### src/rtl/simd_fifo_buffer.sv
// simd_fifo_buffer: DEPTH x WIDTH first-word-fall-through FIFO with occupancy,
// almost-full and synchronous flush. Handshakes: push/ready on the write side,
// valid/pop on the read side. All status outputs decode from registered state.
module simd_fifo_buffer #(
  parameter int unsigned WIDTH     = 32,
  parameter int unsigned DEPTH     = 4,
  parameter int unsigned AF_THRESH = DEPTH - 1,
  localparam int unsigned CW       = $clog2(DEPTH + 1)
) (
  input  logic             clk,
  input  logic             rst,
  input  logic             flush,
  input  logic             push,
  output logic             ready,
  input  logic [WIDTH-1:0] data_i,
  output logic             valid,
  input  logic             pop,
  output logic [WIDTH-1:0] data_o,
  output logic [CW-1:0]    count,
  output logic             almost_full
);

  localparam int unsigned PW = (DEPTH > 1) ? $clog2(DEPTH) : 1;
  localparam logic [PW-1:0] PtrLast = PW'(DEPTH - 1);
  localparam logic [CW-1:0] CntFull = CW'(DEPTH);
  localparam logic [CW-1:0] CntAf   = CW'(AF_THRESH);

  logic [WIDTH-1:0] r_mem [DEPTH];
  logic [PW-1:0]    r_wp;
  logic [PW-1:0]    r_rp;
  logic [CW-1:0]    r_cnt;

  logic             w_push_acc;
  logic             w_pop_acc;
  logic [PW-1:0]    w_wp_next;
  logic [PW-1:0]    w_rp_next;
  logic [CW-1:0]    w_cnt_d;

  // Status decode and handshake qualification, from registered count only
  always_comb begin
    ready       = (r_cnt != CntFull);
    valid       = (r_cnt != '0);
    almost_full = (r_cnt >= CntAf);
    count       = r_cnt;
    data_o      = r_mem[r_rp];
    w_push_acc  = push & ready;
    w_pop_acc   = pop & valid;
  end

  // Pointer increment with explicit wrap so non-power-of-two depths work
  always_comb begin
    w_wp_next = (r_wp == PtrLast) ? '0 : r_wp + 1'b1;
    w_rp_next = (r_rp == PtrLast) ? '0 : r_rp + 1'b1;
  end

  // Occupancy next-state: push-only +1, pop-only -1, otherwise hold
  always_comb begin
    w_cnt_d = r_cnt;
    if (w_push_acc && !w_pop_acc) begin
      w_cnt_d = r_cnt + 1'b1;
    end else if (!w_push_acc && w_pop_acc) begin
      w_cnt_d = r_cnt - 1'b1;
    end
  end

  // Pointer and counter state; flush overrides any handshake in the same cycle
  always_ff @(posedge clk or negedge rst) begin
    if (!rst) begin
      r_wp  <= '0;
      r_rp  <= '0;
      r_cnt <= '0;
    end else if (flush) begin
      r_wp  <= '0;
      r_rp  <= '0;
      r_cnt <= '0;
    end else begin
      if (w_push_acc) r_wp <= w_wp_next;
      if (w_pop_acc)  r_rp <= w_rp_next;
      r_cnt <= w_cnt_d;
    end
  end

  // Storage array: not reset, written only on an accepted non-flushed push
  always_ff @(posedge clk) begin
    if (w_push_acc && !flush) begin
      r_mem[r_wp] <= data_i;
    end
  end

endmodule
### config.mk
export PLATFORM = sky130hd
export DESIGN_NAME = simd_fifo_buffer
export DESIGN_NICKNAME = d
export VERILOG_FILES = /design/src/rtl/simd_fifo_buffer.sv
export SDC_FILE = /design/constraint.sdc
export NUM_CORES = 1
export LEC_CHECK = 0
export ABC_AREA = 1
export CAP_MARGIN = 10
export CELL_PAD_IN_SITES_DETAIL_PLACEMENT = 1
export CELL_PAD_IN_SITES_GLOBAL_PLACEMENT = 2
export CORE_ASPECT_RATIO = 2
export CORE_UTILIZATION = 39
export CTS_BUF_LIST = sky130_fd_sc_hd__clkbuf_2
export DETAILED_ROUTE_END_ITERATION = 7
export HOLD_SLACK_MARGIN = 0.02
export PLACE_DENSITY = 0.8
export SYNTH_ARGS = -nofsm -noshare
export SYNTH_HDL_FRONTEND = slang
export SYNTH_SLANG_ARGS = --single-unit
export TNS_END_PERCENT = 100
### constraint.sdc
create_clock -name clk -period 3.3 [get_ports clk]
set_clock_uncertainty 0.1 [all_clocks]
set_input_delay 0.33 -clock clk [delete_from_list [all_inputs] [get_ports clk]]
set_output_delay 0.33 -clock clk [all_outputs]
set_load 0.01 [all_outputs]
==> summary.txt <==
Run status
  • Outcome: finished with violations
  • Violated checks: design-rule violations

Pwr
  • Pwr dens: about 640 nW/um^2
  • LEAKAGE: around 2.2 nW
  • Worst IR Drop VDD: about 0.3 mV

Setup path
  • Data arrival time of the worst path: between 2000 and 3000 ps
  • R2R Path Start: count[0]$_DFFE_PN0P_
  • CP startpoint: r_rp[0]$_DFFE_PN0P_
  • Setup CP Type: reg2out
  • Startpoint Class: flop
  • Crit path max fanout: 66
  • Worst path required time: 2870 ps
  • Crit path cell chain: buf_4, o21ai_0, o22ai_1, clkdlybuf4s50_1
  • Crit-path slowest cell: clkdlybuf4s50_1
  • Crit end category: output port
  • CP max stage delay: roughly 600 ps

Run
  • Max Cap Viol: 0

Detailed routing
  • Avg Vias per Cell: 5.28
  • DRT antenna net count: 0
  • Routed len/inst: 18.3 um
  • DR pass1 iterations: 6
  • Routed wire length: 11400 um
  • # DRC: 1
  • Vias: approximately 3300
  • Initial DRC count: 110

Synth
  • Synth area leaders: edfxtp_1, o21ai_0, nor2_1
  • Post-synth top area cell: edfxtp_1
  • Mapped Nets: ~420
  • Post-Synthesis Cells: ~380
  • Synth Warn #: 0
  • Top cell type's share of synthesized area: between 70% and 80%
  • Distinct cells, synth: 25
  • Register bit count reported by yosys: 135
  • Avg Cell Area, Syn: about 14 um^2
  • Synthesized cell area: 5230 um^2
  • Seq/Total Area, Yosys: 76.9%

Timing
  • Worst-margin pin slew: about 650 ps
  • Tmin final: 3080 ps
  • RSZ-0062 raised after global routing: false
  • F_max: roughly 0.33 GHz
  • Final slew viol count: 0
  • Setup violators final: 0
  • Setup TNS: 0 ps
  • Period utilization: between 90% and 100%
  • Fin. Hold Viols: 0
  • Rel. slew slack: 56.5%
  • Final WS setup: roughly 220 ps

Layout
  • Final net count: 502
  • Share of layout cells above drive strength 1: about an eighth
  • Layout area overhead: 23.3%
  • Filler cell count: around 1300

Global routing
  • Vias in the first global route: approximately 3500
  • GRT overflow: 0
  • GRT Util Overall: between 15 and 20%
  • Largest net degree at the start of global routing: 67
  • First-pass GRT wire length: roughly 18000 um
  • Initial antenna violation count: 1

Die
  • FP Rows: around 60
  • Initial core utilization: about two fifths
  • Die Area: roughly 14000 um^2
  • Core ar.: ~13000 um^2
  • Die Y: 166 um
  • IO Pins: 75
  • Die Width: around 84 um

Placement
  • PortBufs: 74
  • Pre-CTS setup slack: approximately 800 ps
  • Post-DP HPWL: between 7000 and 8000 um
  • Gpl congestion: between 0.7 and 0.8

Hold path
  • HP Start: data_i[6]
  • Min-Delay Path Class: in2reg

CTS
  • Root Driver: clkbuf_2
  • CTS clk-pin slew, worst paths: ~200 ps
  • CTS Buf Count: 17
  • Later-pin clock latency in the skew report: about 650 ps
  • CTS Buffer Depth: 2
  • CTS tree: yes
  • Clock sink count: roughly 140
  • H-tree depth: 4
state kept, by name, indices dropped and copies added (netlist names):
| signal | count |
|---|---|
| r_rp | 2 |
| count | 3 |
| r_mem | 128 |
| r_wp | 2 |
synthesized netlist by cell type:
master    count
dfrtp_1       7
a21oi_2       1
nand4_1       3
fa_1          1
edfxtp_1    128
nor2_1       70
inv_1        13
inv_2         3
ha_1          4
nand3_1       4
nand2_1      13
buf_2         8
clkbuf_1      8
o21ai_0      65
nand3_2       1
a21oi_1       2
nand2_2       3
buf_6         1
buf_4         2
xnor2_1       1
clkbuf_2      2
nand2_4       2
o21ai_1       2
o22ai_1      32
nor2_2        1
worst max-delay path: cells and delay by family, from the launching register on:
family / cells / cell delay (ps)
AO/OA/AOI/OAI: 2 / 480
buffers and inverters: 2 / 1130
flip-flops: 1 / 390
worst paths after layout:
| path | to | slack (ps) | depth (start not counted) |
|---|---|---|---|
| max | data_o[30] | 220 | 4 |
| min | r_mem[3][6]$_DFFE_PP_ | 190 | 1 |
| max reg2reg | r_mem[1][13]$_DFFE_PP_ | 1190 | 7 |
| min reg2reg | count[1]$_DFFE_PN0P_ | 530 | 2 |
| max in group asynchronous | r_rp[1]$_DFFE_PN0P_ | 2430 | 2 |
| min in group asynchronous | count[2]$_DFFE_PN0P_ | 370 | 2 |
layout by cell type, fill, tap and decap left out, types with 4 or more instances in the layout:
cell type	Yosys	routed
edfxtp_1	128	128
dfrtp_1	7	5
nand3_1	4	4
ha_1	4	4
buf_4	2	7
nor2_4	0	4
o22ai_1	32	32
clkbuf_2	2	21
nand2_1	13	13
o21ai_0	65	65
inv_1	13	13
clkdlybuf4s50_1	0	74
nor2_1	70	66
logic make-up (layout without fill, tap and decap cells):
family                   after synthesis  count (layout)  share of synthesized area (%)
AO/OA/AOI/OAI                        102             102                           10.6
XOR/XNOR                               1               1                          0.168
adder cells (fa/ha/maj)                5               5                           1.34
buffers and inverters                 37             133                           3.18
flip-flops                           135             135                           76.9
other                                  0               1                              0
AND/OR/NAND/NOR                       97              97                           7.80
report_power, final:
part | switching, W | total, W | internal, W
combinational | 0.000605 | 0.00110 | 0.000496
sequential | 0.0000501 | 0.00203 | 0.00198
clock | 0.000543 | 0.000965 | 0.000423
area by class of cell:
cell class	count	area (um^2)	share of cell area, %
Tap cell	152	190	2.95
Clock buffer	21	105	1.63
Multi-Input combinational cell	205	1070	16.6
Timing Repair Buffer	85	863	13.4
Inverter	16	60.1	0.932
Antenna cell	1	2.50	0.0388
Clock inverter	11	131	2.04
Sequential cell	135	4020	62.4
metrics by stage:
step / util, % / cell area, um^2 / hold slack, ps / total power, W / std cells
after detailed placement: 47.4 / 6190 / 498 / 0.00320 / 592
after global routing: 49.3 / 6440 / 146 / 0.00429 / 626
after floorplan: - / 5230 / -65.6 / 0.00262 / 377
after global placement: 47.4 / 6190 / 517 / 0.00317 / 592
final: 49.3 / 6440 / 191 / 0.00410 / 626
after CTS: 49.3 / 6440 / 135 / 0.00415 / 625
repair_timing:
action                                  in CTS  in global routing
endpoints found under the setup margin       0                  7
hold buffers                                 1                  0
resized for setup                            0                  1
hold endpoints to repair                     7                  0
buffers inserted                             0                  0
per-layer routing:
layer  global-route usage, %  part of all wire [%]  up-vias
met2                    33.9                    59       69
met3                    3.54                   3.4       15
met1                    17.0                    37     1665
met5                       0                     0        -
met4                    6.52                   1.4        0
li1                        -                     -     1555
Note: power is estimated with default switching activity, not from simulation.
